File: src/rtl/immediate_pipe_unit.sv
// Registered, flow-controlled RV32I immediate generator with a 2-entry skid buffer.
// Optional feature macro: IMM_ILLEGAL_DETECT_EN (flags unrecognised opcodes on out_illegal).
module immediate_pipe_unit #(
    parameter int unsigned XLEN  = 32,
    parameter int unsigned TAG_W = 32
) (
    input  logic             clk,
    input  logic             reset,
    input  logic             flush,
    input  logic             in_valid,
    output logic             in_ready,
    input  logic [31:0]      in_instr,
    input  logic [TAG_W-1:0] in_tag,
    output logic             out_valid,
    input  logic             out_ready,
    output logic [XLEN-1:0]  out_imm,
    output logic [2:0]       out_fmt,
    output logic [TAG_W-1:0] out_tag,
    output logic             out_illegal
);

    localparam logic [2:0] FMT_NONE = 3'd0;
    localparam logic [2:0] FMT_I    = 3'd1;
    localparam logic [2:0] FMT_S    = 3'd2;
    localparam logic [2:0] FMT_B    = 3'd3;
    localparam logic [2:0] FMT_U    = 3'd4;
    localparam logic [2:0] FMT_J    = 3'd5;
    localparam logic [2:0] FMT_R    = 3'd6;

    typedef struct packed {
        logic [XLEN-1:0]  imm;
        logic [2:0]       fmt;
        logic [TAG_W-1:0] tag;
        logic             illegal;
    } entry_t;

    entry_t head_q, head_d, skid_q, skid_d, dec_entry;
    logic   head_valid_q, head_valid_d;
    logic   skid_valid_q, skid_valid_d;
    logic   in_ready_q;

    logic [6:0]      opcode;
    logic            sgn;
    logic [XLEN-1:0] dec_imm;
    logic [2:0]      dec_fmt;
    logic            dec_illegal;
    logic            accept;
    logic            head_leave;

    assign opcode = in_instr[6:0];
    assign sgn    = in_instr[31];

    // Immediate extraction and format classification of the incoming word
    always_comb begin
        dec_imm = '0;
        dec_fmt = FMT_NONE;
        case (opcode)
            7'b0000011, 7'b0010011, 7'b1100111, 7'b1110011: begin
                dec_imm = {{(XLEN-11){sgn}}, in_instr[30:20]};
                dec_fmt = FMT_I;
            end
            7'b0100011: begin
                dec_imm = {{(XLEN-11){sgn}}, in_instr[30:25], in_instr[11:7]};
                dec_fmt = FMT_S;
            end
            7'b1100011: begin
                dec_imm = {{(XLEN-12){sgn}}, in_instr[7], in_instr[30:25], in_instr[11:8], 1'b0};
                dec_fmt = FMT_B;
            end
            7'b0110111, 7'b0010111: begin
                dec_imm = {{(XLEN-31){sgn}}, in_instr[30:12], 12'b0};
                dec_fmt = FMT_U;
            end
            7'b1101111: begin
                dec_imm = {{(XLEN-20){sgn}}, in_instr[19:12], in_instr[20], in_instr[30:21], 1'b0};
                dec_fmt = FMT_J;
            end
            7'b0110011: begin
                dec_imm = '0;
                dec_fmt = FMT_R;
            end
            default: begin
                dec_imm = '0;
                dec_fmt = FMT_NONE;
            end
        endcase
`ifdef IMM_ILLEGAL_DETECT_EN
        dec_illegal = (dec_fmt == FMT_NONE) || (in_instr[1:0] != 2'b11);
        if (dec_illegal) begin
            dec_imm = '0;
            dec_fmt = FMT_NONE;
        end
`else
        dec_illegal = 1'b0;
`endif
    end

    assign dec_entry  = '{imm: dec_imm, fmt: dec_fmt, tag: in_tag, illegal: dec_illegal};
    assign accept     = in_valid & in_ready_q;
    assign head_leave = head_valid_q & out_ready;

    // Head/skid next state: flush clears, otherwise FIFO refill from skid or input
    always_comb begin
        head_d       = head_q;
        head_valid_d = head_valid_q;
        skid_d       = skid_q;
        skid_valid_d = skid_valid_q;
        if (flush) begin
            head_valid_d = 1'b0;
            skid_valid_d = 1'b0;
        end else if (head_leave) begin
            if (skid_valid_q) begin
                head_d       = skid_q;
                skid_valid_d = accept;
                if (accept) skid_d = dec_entry;
            end else begin
                head_valid_d = accept;
                if (accept) head_d = dec_entry;
            end
        end else if (!head_valid_q) begin
            head_valid_d = accept;
            if (accept) head_d = dec_entry;
        end else if (accept) begin
            skid_valid_d = 1'b1;
            skid_d       = dec_entry;
        end
    end

    // Entry storage; in_ready is held low through reset and tracks skid occupancy after
    always_ff @(posedge clk) begin
        if (reset) begin
            head_q       <= '0;
            skid_q       <= '0;
            head_valid_q <= 1'b0;
            skid_valid_q <= 1'b0;
            in_ready_q   <= 1'b0;
        end else begin
            head_q       <= head_d;
            skid_q       <= skid_d;
            head_valid_q <= head_valid_d;
            skid_valid_q <= skid_valid_d;
            in_ready_q   <= !skid_valid_d;
        end
    end

    assign in_ready    = in_ready_q;
    assign out_valid   = head_valid_q;
    assign out_imm     = head_q.imm;
    assign out_fmt     = head_q.fmt;
    assign out_tag     = head_q.tag;
    assign out_illegal = head_q.illegal;

endmodule
File: config.mk
export PLATFORM = sky130hd
export DESIGN_NAME = immediate_pipe_unit
export DESIGN_NICKNAME = d
export VERILOG_FILES = /design/src/rtl/immediate_pipe_unit.sv
export SDC_FILE = /design/constraint.sdc
export NUM_CORES = 1
export LEC_CHECK = 0
export CAP_MARGIN = 20
export CORE_MARGIN = 2
export CORE_UTILIZATION = 52
export CTS_BUF_LIST = sky130_fd_sc_hd__clkbuf_8
export DETAILED_ROUTE_END_ITERATION = 10
export GPL_ROUTABILITY_DRIVEN = 0
export PLACE_DENSITY = 0.86
export RECOVER_POWER = 50
export SYNTH_ARGS = -nofsm -noshare
export SYNTH_HDL_FRONTEND = slang
export SYNTH_SLANG_ARGS = --single-unit
export TNS_END_PERCENT = 10
File: constraint.sdc
create_clock -name clk -period 2 [get_ports clk]
set_input_delay 0.4 -clock clk [delete_from_list [all_inputs] [get_ports clk]]
set_output_delay 0.4 -clock clk [all_outputs]
set_load 0.03 [all_outputs]
==> metrics <==
final wirelength roughly 18,000 um; Peak VDD IR 0.519 mV; DRC violations left 0; Initial DRC Count 361; Critical Setup Path Class reg -> out; WHS Path Cells 2; count of different cell masters after synthesis 56; FF-to-FF setup slack 0.21 ns; worst hold path type in -> reg; buffers and inverters on the worst path 1; critical path depth 1; DIE WIDTH between 100 and 150 um; clock power share 0.409; IO buf count roughly 140; critical path's slowest cell clkdlybuf4s50_1; design area 8100 sq um; Mapped Area 5910 sq um; Gate power share 0.137; Reg clk slew, reported paths 0.08 ns; Critical Path AT 1.52 ns; largest net degree at the start of global routing 36; CTS Root Cell clkbuf_8; worst r2r src skid_valid_q$_SDFF_PP0_; GRT Overall Usage 0.283; Final Cycle Share 0.962; TritonCTS Buffers 17; non-filler instance count after layout 987; clk_skew approximately 0.014 ns; Cell Rows 38; DP Area 7710 sq um; initial antenna violation count 1; Post-synth ARST share 0; slew margin rel. 0.661; clk_lat worst skew 0.44 ns; Startpoint Class flip-flop; CP max FO 3; most frequent cells in the layout dfxtp_1, clkdlybuf4s50_1, nand2_1, nor2_1, a21oi_1; cell family with most CP delay buffers and inverters; Die ar. 12,200 sq um; first-pass GRT wire length 28,800 um; fmax 520 MHz; Final setup viols 0; sequential fraction of design power 0.454; Final Hold Fails 0; Post-Syn Nets 747; CP endpoint kind output port; die height 111 um; biggest cell delay along the critical path 0.70 ns; pre-CTS setup slack -0.319 ns; Initial Util 0.538; Main synth FF type dfxtp_1; number of global-route vias before repair 5,941; #FFs+latches synth 138; final worst slack 0.0762 ns; final net count 902; Reg-to-Reg End skid_q[40]$_SDFFE_PP0P_; layout cell share with drive strength beyond 1 0.139; sequential-to-total area share from yosys stat 0.468; area leader, netlist dfxtp_1; synthesis-to-finish area growth 37.1%; core area approximately 11,000 sq um; CTS sink cnt about 140; Post-Syn Instances just under 700; number of flops mapped to enable cells by yosys 0; TritonRoute pass-1 iters 5; power after layout 0.00632 W; Area contributors post-synth dfxtp_1, nand2_1, nor2_1; Synth top area share 0.468; CTS tree done; grt ovf 0; Pint 0.00465 W; Final HPWL DP between 10,000 and 15,000 um; unrepaired setup endpoints after global routing no; actual slew at the worst max-slew pin 0.508 ns; total leakage power 2.77 nW; average vias per placed instance 6.09; H-tree levels 4; Fin Hold WS roughly 0.21 ns; beginning of the worst hold path reset; switching share of power 0.265; hold path endpoint skid_q[40]$_SDFFE_PP0P_; Clock Path Buffers 2; Worst Reg-to-Reg Cells 6; PD cells 780 nW/um^2; most common cell after layout, fill and taps aside dfxtp_1; Synth Area per Inst just under 9 sq um; drt wl/cell 17.8 um; placed instance count roughly 950; minimum clock period 1.92 ns; fill count just under 800; Ys Warns 0; status complete, no violations; critical path cell sequence clkdlybuf4s50_1; NetSw approximately 0.0017 W; max-slew violation count 0; Crit path required time 1.60 ns; max-cap check violation count 0; Final ANT Viol Nets 0; vias after detailed routing 6,006; IO Count 139
registers in the layout, summed over array words and instances (netlist names):
signal and flops:
out_tag 32, out_imm 32, out_valid 1, out_fmt 3, skid_q 67, out_illegal 1, in_ready 1, skid_valid_q 1
timing repair:
item	4_1_cts	5_1_grt
buffers inserted	0	0
endpoints found under the setup margin	1	1
cloned	0	0
hold buffers	0	0
gates resized for setup	1	1
synth_stat cells, types with 4 or more instances:
cell	instances
o221ai_1	19
o21ai_0	34
nand2b_1	4
nand2_1	95
dfxtp_1	138
a31oi_1	7
or3_1	32
buf_2	25
nand3_1	7
o22ai_1	16
buf_4	7
clkbuf_1	27
nor2_1	73
a22o_1	6
a21oi_1	51
nor3_1	12
a211oi_1	30
a211oi_2	20
a311oi_1	17
inv_1	4
o21ai_1	5
area by class of cell:
class / count / area, sq um / area share
Clock buffer: 18 / 248 / 0.0306
Timing Repair Buffer: 197 / 1890 / 0.234
Tap cell: 140 / 175 / 0.0216
Inverter: 5 / 18.8 / 0.00232
Antenna cell: 1 / 2.50 / 0.000309
Multi-Input combinational cell: 474 / 2790 / 0.345
Sequential cell: 138 / 2760 / 0.341
Clock inverter: 14 / 205 / 0.0253
per-layer routing:
metal  up-vias  routed length, um  GRT usage
met4         0                333     0.0917
li1       2794                  -          -
met5         -                  0          0
met1      2889               7090      0.342
met3        37               1420     0.0752
met2       286               8750      0.489
per-stage QoR:
stage	TNS, ns	util
after floorplan	0	-
after global routing	0	0.737
after detailed placement	-19.01	0.702
after global placement	-10.83	0.702
final	0	0.737
after CTS	0	0.743
logic make-up (layout without fill, tap and decap cells):
logic type             count (synthesis)  count (layout)  synth area share
AOI/OAI and AO/OA                    228             228             0.283
buffers and inverters                 66             234            0.0542
DFF                                  138             138             0.468
other                                  0               1                 0
and+or+nand+nor                      246             246             0.195
worst max path at each step:
| stage | startpoint | to | slack, ns |
|---|---|---|---|
| after CTS | out_imm[30]$_SDFFE_PP0P_ | out_imm[30] | 0.06 |
| after detailed placement | in_instr[4] | skid_q[50]$_SDFFE_PP0P_ | -0.32 |
| after global placement | in_instr[4] | out_imm[18]$_SDFFE_PP0P_ | -0.17 |
| final | out_imm[30]$_SDFFE_PP0P_ | out_imm[30] | 0.08 |
| after global routing | in_instr[5] | skid_q[40]$_SDFFE_PP0P_ | 0.005 |
| after floorplan | out_valid$_SDFFE_PP0P_ | out_tag[10]$_SDFFE_PP0P_ | 0.26 |
power groups by stage:
stage                     Sequential [W]  Combinational, W  Clock, W
after detailed placement         0.00293          0.000868         0
after CTS                        0.00287          0.000876   0.00261
after global routing             0.00288          0.000917   0.00271
final                            0.00287          0.000865   0.00259
after global placement           0.00293          0.000847         0
after floorplan                  0.00306          0.000294         0
(Power assumes the default switching activity.)
